[config.mk]
export PLATFORM = sky130hd
export DESIGN_NAME = phase_to_sine
export DESIGN_NICKNAME = d
export VERILOG_FILES = /design/src/rtl/dds_pkg.sv /design/src/rtl/sine_quarter_rom.sv /design/src/rtl/phase_to_sine.sv
export SDC_FILE = /design/constraint.sdc
export NUM_CORES = 1
export LEC_CHECK = 0
export CAP_MARGIN = 20
export CORE_ASPECT_RATIO = 0.6
export CORE_MARGIN = 1
export CORE_UTILIZATION = 60
export DETAILED_ROUTE_END_ITERATION = 7
export PLACE_DENSITY = 0.9
export REMOVE_ABC_BUFFERS = 1
export SETUP_SLACK_MARGIN = 0.05
export SYNTH_ARGS = -nofsm -noshare
export SYNTH_HDL_FRONTEND = slang
export SYNTH_HIERARCHICAL = 1
export SYNTH_SLANG_ARGS = --single-unit
[constraint.sdc]
create_clock -name clk -period 9.3 [get_ports clk]
set_clock_uncertainty 0.15 [all_clocks]
set_input_delay 1.395 -clock clk [delete_from_list [all_inputs] [get_ports clk]]
set_output_delay 1.395 -clock clk [all_outputs]
set_load 0.005 [all_outputs]
[src/rtl/dds_pkg.sv]
// Shared DDS constants and the quarter-wave sine table generator.
// The table is built with fixed-point integer math, so it elaborates without real-valued functions.
package dds_pkg;

  localparam int PHASE_W = 14;
  localparam int ADDR_W  = 8;
  localparam int AMP_W   = 8;
  localparam int VOL_W   = 8;

  localparam logic [1:0] Q0 = 2'd0;
  localparam logic [1:0] Q1 = 2'd1;
  localparam logic [1:0] Q2 = 2'd2;
  localparam logic [1:0] Q3 = 2'd3;

  localparam longint FX_ONE     = 64'sd1073741824;
  localparam longint HALF_PI_FX = 64'sd1686629713;

  // round(peak * sin(pi/2 * (i+0.5) / 2^ADDR_W)) using a Q30 Taylor series
  function automatic logic [AMP_W-2:0] sine_q_entry(input int i);
    longint x;
    longint term;
    longint acc;
    longint peak;
    longint r;
    x    = (HALF_PI_FX * longint'(2 * i + 1)) / longint'(2 ** (ADDR_W + 1));
    term = x;
    acc  = x;
    for (int k = 1; k <= 10; k++) begin
      term = (term * x) / FX_ONE;
      term = (term * x) / FX_ONE;
      term = -term / longint'((2 * k) * (2 * k + 1));
      acc  = acc + term;
    end
    peak = longint'(2 ** (AMP_W - 1) - 1);
    r    = (peak * acc + FX_ONE / 64'sd2) / FX_ONE;
    return (AMP_W-1)'(r);
  endfunction

endpackage

[src/rtl/sine_quarter_rom.sv]
// Quarter-wave sine magnitude ROM with a registered read port.
module sine_quarter_rom
  import dds_pkg::*;
(
  input  logic              clk,
  input  logic [ADDR_W-1:0] addr,
  output logic [AMP_W-2:0]  data
);

  logic [AMP_W-2:0] rom_tbl [2**ADDR_W];
  logic [AMP_W-2:0] data_d;
  logic [AMP_W-2:0] data_q;

  for (genvar gi = 0; gi < 2**ADDR_W; gi++) begin : g_rom
    assign rom_tbl[gi] = sine_q_entry(gi);
  end

  always_comb begin
    data_d = rom_tbl[addr];
  end

  always_ff @(posedge clk) begin
    data_q <= data_d;
  end

  assign data = data_q;

endmodule

[src/rtl/phase_to_sine.sv]
// Phase word to signed/offset-binary sine sample: mirror, ROM lookup, negate and volume scale.
// Three registered stages; the valid strobe rides alongside the data.
module phase_to_sine
  import dds_pkg::*;
(
  input  logic               clk,
  input  logic               rst,
  input  logic [PHASE_W-1:0] phase_in,
  input  logic               phase_valid,
  input  logic [VOL_W-1:0]   volume,
  output logic [AMP_W-1:0]   amp_s,
  output logic [AMP_W-1:0]   amp_u,
  output logic               amp_valid
);

  localparam int PROD_W = AMP_W + VOL_W + 1;
  localparam logic [AMP_W-1:0] MSB_MASK = {1'b1, {(AMP_W-1){1'b0}}};

  logic [1:0]        quad;
  logic [ADDR_W-1:0] a_field;
  logic              unused_phase_lsbs;

  logic [ADDR_W-1:0] addr_d, addr_q;
  logic              neg1_d, neg1_q, v1_d, v1_q;
  logic              neg2_d, neg2_q, v2_d, v2_q;
  logic [AMP_W-2:0]  mag;

  logic signed [AMP_W-1:0]  s_val;
  logic signed [PROD_W-1:0] s_ext, v_ext;
  logic [AMP_W-1:0]         scaled;
  logic [AMP_W-1:0]         amp_s_d, amp_s_q, amp_u_d, amp_u_q;
  logic                     amp_valid_d, amp_valid_q;

  assign quad              = phase_in[PHASE_W-1 -: 2];
  assign a_field           = phase_in[PHASE_W-3 -: ADDR_W];
  assign unused_phase_lsbs = ^phase_in[PHASE_W-ADDR_W-3:0];

  // Odd quadrants run the table backwards; the upper half-cycle is negated later
  always_comb begin
    addr_d = a_field;
    case (quad)
      Q1, Q3:  addr_d = ~a_field;
      Q0, Q2:  addr_d = a_field;
      default: addr_d = a_field;
    endcase
    neg1_d = quad[1] & phase_valid;
    v1_d   = phase_valid;
    neg2_d = neg1_q;
    v2_d   = v1_q;
  end

  sine_quarter_rom u_rom (
    .clk  (clk),
    .addr (addr_q),
    .data (mag)
  );

  // Product cannot overflow because volume < 2^VOL_W; the cast keeps the floor-shifted slice
  always_comb begin
    s_val  = neg2_q ? -$signed({1'b0, mag}) : $signed({1'b0, mag});
    s_ext  = PROD_W'(s_val);
    v_ext  = PROD_W'($signed({1'b0, volume}));
    scaled = AMP_W'((s_ext * v_ext) >>> VOL_W);
    if (v2_q) begin
      amp_s_d = scaled;
      amp_u_d = scaled ^ MSB_MASK;
    end else begin
      amp_s_d = amp_s_q;
      amp_u_d = amp_u_q;
    end
    amp_valid_d = v2_q;
  end

  always_ff @(posedge clk) begin
    addr_q <= addr_d;
    if (rst) begin
      neg1_q      <= 1'b0;
      v1_q        <= 1'b0;
      neg2_q      <= 1'b0;
      v2_q        <= 1'b0;
      amp_s_q     <= {AMP_W{1'b0}};
      amp_u_q     <= MSB_MASK;
      amp_valid_q <= 1'b0;
    end else begin
      neg1_q      <= neg1_d;
      v1_q        <= v1_d;
      neg2_q      <= neg2_d;
      v2_q        <= v2_d;
      amp_s_q     <= amp_s_d;
      amp_u_q     <= amp_u_d;
      amp_valid_q <= amp_valid_d;
    end
  end

  assign amp_s     = amp_s_q;
  assign amp_u     = amp_u_q;
  assign amp_valid = amp_valid_q;

endmodule

==> results.cfg <==
[sta]
fin_crit_ns = 6.46
final_hold_violation_count = 0
fin_crit_sh_pct = 69.5
max_freq_ghz = 0.155
layout_setup_ws_ns = 2.84
final.setup.tns_ns = 0
rsz_0062_raised_after_global_routing = false
max-slew-margin-rel_pct = 39.2
max_slew.worst_pin.slew_ns = 0.905
fin_hold_ws_ns = 0.289
setup_violations = 0
final_number_of_max_transition_violations = 0

[clock_tree]
postCtsHoldBufs = 0
root_buffer = sky130_fd_sc_hd__clkbuf_16
path_clk_slew_ns = 0.05
tritoncts = yes
htree_num_levels = 2
worstSkewPairLatency_ns = 0.27
cts.sinks = 29
cts_made_buffers = 5
clk_path_buf_depth = 2
post_cts_resize_count = 0
post-cts-setup-buffers = 0

[die]
floorplan.die.height_um = 68.5
die_w_um = 113
fp.dieArea_um2 = 7720
io-pin-count = 42
core_region_area_um2 = 6910
initial_core_utilization_pct = 64.0
std_cell_rows = 23

[route]
vias = 4121
post_drt_via_cell_ratio = 6.52
first_iter_violations = 569
routed_wire_length_per_instance_um = 18.8
firstDrtPassIters = 7
total_routed_wirelength_um = 11900
final_antenna_net_count = 0
drt_drc_violations_left = 0

[worst_setup_path]
cp_max_fanout = 7
timing.critical_path.to_type = register
critical_path_cell_with_the_highest_stage_delay = sky130_fd_sc_hd__or4b_2
worstPathArrival_ns = 6.47
most_used_cell_along_the_critical_path = sky130_fd_sc_hd__fa_1
cp_top_family = adder cells
path_cells = clkdlybuf4s50_1, or2_2, fa_1, fa_1, inv_1, fa_1, inv_1, fa_1, inv_1, ha_1, a21oi_1, a21oi_1, a41oi_1, or4b_2, o311ai_0
worstPathRequired_ns = 9.30
worst-setup-path-type = in -> reg
slowest_delay_ns = 0.63
worstSetupStartpointType = primary input
path_buf_inv = 4

[cells_and_area]
insertedDiodeCount = 0
postLayoutCoreUtil_pct = 70.8
filler_free_cell_count_of_the_finished_design = 632
nets = 655
post_route_cells_drive_above_1_share_pct = 4.77
flow.area_growth_from_synthesis_pct = 10.6

[global_route]
grt_antenna_before_repair = 0
grt_use_total_pct = 32.2
remaining_overflow_grt = 0
global_route_wire_length_before_repair_um = 19200
grt_start_max_net_pins = 48
grt_pass1_vias = 3901

[logic_synthesis]
synthFlopType = sky130_fd_sc_hd__dfxtp_1
synth-edff-count = 0
synthArstFlopShare_pct = 0
ys_seq_area_share_pct = 13.1
synthCells = 529
synthesis.area_um2 = 4420
synth.yosys.warnings = 6
yosysUniqueCellTypes = 72
ys_seq_elements = 29
avgSynthCellArea_um2 = 8.35

[power_and_ir_drop]
cellPowerDensity_nw_per_um2 = 314
peakVddDrop_uv = 268
p_leak_nw = 2.20

[job]
max_cap_viol_count = 0

[placed_design]
dp_slack_ns = 2.63
placedCellCount = 625
detailedPlacementHpwl_um = 8910
gpl.final_weighted_congestion = 1.03
buffer_ports.inserted = 37

[hold_path]
hold_path_class = reg -> reg

[run_status]
run_status = finished clean
==> cells by family after synthesis <==
logic type               share of synthesized area, %
flip-flops                                       13.1
multiplexers                                     1.90
adder cells (fa/ha/maj)                          30.2
buffers and inverters                            9.65
AND/OR/NAND/NOR                                  19.6
AO/OA/AOI/OAI                                    22.1
XOR/XNOR                                         3.37
==> synth_stat cells (2+ instances only) <==
| cell type | instances | share of area, % |
|---|---|---|
| sky130_fd_sc_hd__or2_2 | 5 | 0.71 |
| sky130_fd_sc_hd__o311ai_0 | 6 | 1.2 |
| sky130_fd_sc_hd__a221o_1 | 2 | 0.45 |
| sky130_fd_sc_hd__a21o_1 | 7 | 1.2 |
| sky130_fd_sc_hd__buf_6 | 2 | 0.51 |
| sky130_fd_sc_hd__nand2_1 | 22 | 1.9 |
| sky130_fd_sc_hd__o32ai_1 | 4 | 0.79 |
| sky130_fd_sc_hd__o22ai_1 | 3 | 0.42 |
| sky130_fd_sc_hd__clkbuf_1 | 10 | 0.85 |
| sky130_fd_sc_hd__mux2i_1 | 5 | 1.1 |
| sky130_fd_sc_hd__a311oi_1 | 3 | 0.59 |
| sky130_fd_sc_hd__fa_1 | 35 | 16 |
| sky130_fd_sc_hd__buf_4 | 9 | 1.5 |
| sky130_fd_sc_hd__ha_1 | 50 | 14 |
| sky130_fd_sc_hd__or2_1 | 2 | 0.28 |
| sky130_fd_sc_hd__a22oi_1 | 2 | 0.34 |
| sky130_fd_sc_hd__inv_1 | 62 | 5.3 |
| sky130_fd_sc_hd__o21a_1 | 2 | 0.34 |
| sky130_fd_sc_hd__nor3_1 | 2 | 0.23 |
| sky130_fd_sc_hd__a41oi_1 | 2 | 0.40 |
| sky130_fd_sc_hd__or4b_2 | 2 | 0.45 |
| sky130_fd_sc_hd__a211o_1 | 4 | 0.79 |
| sky130_fd_sc_hd__and2_1 | 18 | 2.5 |
| sky130_fd_sc_hd__xnor2_1 | 6 | 1.2 |
| sky130_fd_sc_hd__nand4_1 | 4 | 0.57 |
| sky130_fd_sc_hd__nor2b_1 | 36 | 5.1 |
| sky130_fd_sc_hd__dfxtp_1 | 29 | 13 |
| sky130_fd_sc_hd__o31ai_1 | 5 | 0.85 |
| sky130_fd_sc_hd__a31oi_1 | 6 | 0.85 |
| sky130_fd_sc_hd__o311a_1 | 2 | 0.45 |
| sky130_fd_sc_hd__o211ai_1 | 6 | 1.0 |
| sky130_fd_sc_hd__a2111oi_0 | 3 | 0.59 |
| sky130_fd_sc_hd__a21boi_0 | 2 | 0.34 |
| sky130_fd_sc_hd__a211oi_1 | 7 | 1.2 |
| sky130_fd_sc_hd__a21oi_1 | 29 | 3.3 |
| sky130_fd_sc_hd__xor2_1 | 11 | 2.2 |
| sky130_fd_sc_hd__buf_2 | 10 | 1.1 |
| sky130_fd_sc_hd__o21ai_0 | 23 | 2.6 |
| sky130_fd_sc_hd__and3_1 | 4 | 0.57 |
| sky130_fd_sc_hd__nor2_1 | 27 | 2.3 |
| sky130_fd_sc_hd__nand4b_1 | 2 | 0.40 |
| sky130_fd_sc_hd__nand3_1 | 7 | 0.79 |
| sky130_fd_sc_hd__nand2b_1 | 21 | 3.0 |
| sky130_fd_sc_hd__a22o_1 | 2 | 0.40 |
==> metal layers <==
| layer | vias up | global-route usage, % | wire, um |
|---|---|---|---|
| met2 | 283 | 51.5 | 5150 |
| met3 | 31 | 8.33 | 1420 |
| met5 | - | 0 | 0 |
| li1 | 1869 | - | - |
| met4 | 0 | 7.17 | 130 |
| met1 | 1938 | 44.0 | 5180 |
==> worst paths after layout <==
| kind | startpoint | to | slack (ns) | cells past startpoint |
|---|---|---|---|---|
| setup / recovery | volume[0] | amp_s[3] | 2.84 | 15 |
| hold / removal | v1_q | amp_valid_d | 0.29 | 1 |
| setup reg to reg | u_rom/data[0] | amp_s[3] | 3.17 | 17 |
| hold reg to reg | v1_q | amp_valid_d | 0.29 | 1 |
==> cells in the final DEF, fill, tap and decap left out, types with 21 or more instances in the layout <==
cell,count
sky130_fd_sc_hd__nand2_1,22
sky130_fd_sc_hd__o21ai_0,23
sky130_fd_sc_hd__clkdlybuf4s50_1,37
sky130_fd_sc_hd__nand2b_1,21
sky130_fd_sc_hd__ha_1,50
sky130_fd_sc_hd__a21oi_1,29
sky130_fd_sc_hd__inv_1,62
sky130_fd_sc_hd__fa_1,35
sky130_fd_sc_hd__dfxtp_1,29
sky130_fd_sc_hd__nor2b_1,36
sky130_fd_sc_hd__nor2_1,27
==> where the power goes <==
group          total [W]  leakage, nW  internal [W]  switching, W
sequential      0.000173        0.241      0.000146     0.0000267
combinational    0.00121         1.89      0.000473      0.000733
clock           0.000157       0.0700      0.000105     0.0000520
total            0.00154         2.20      0.000724      0.000812
==> area by class of cell <==
| type | instances | area, um2 |
|---|---|---|
| fill | 507 | 2020 |
| tap | 87 | 109 |
| timing repair buffer | 41 | 400 |
| inverter | 64 | 245 |
| clock buffer | 7 | 143 |
| sequential | 29 | 581 |
| multi-input combinational | 404 | 3410 |
==> through the flow <==
step	total power (W)	cell area, um2
finish	0.00154	4890
floorplan	0.000981	4240
CTS	0.00150	4890
detailed placement	0.00132	4750
global placement	0.00125	4750
global route	0.00167	4890
Power figures use the tool's default switching activity.
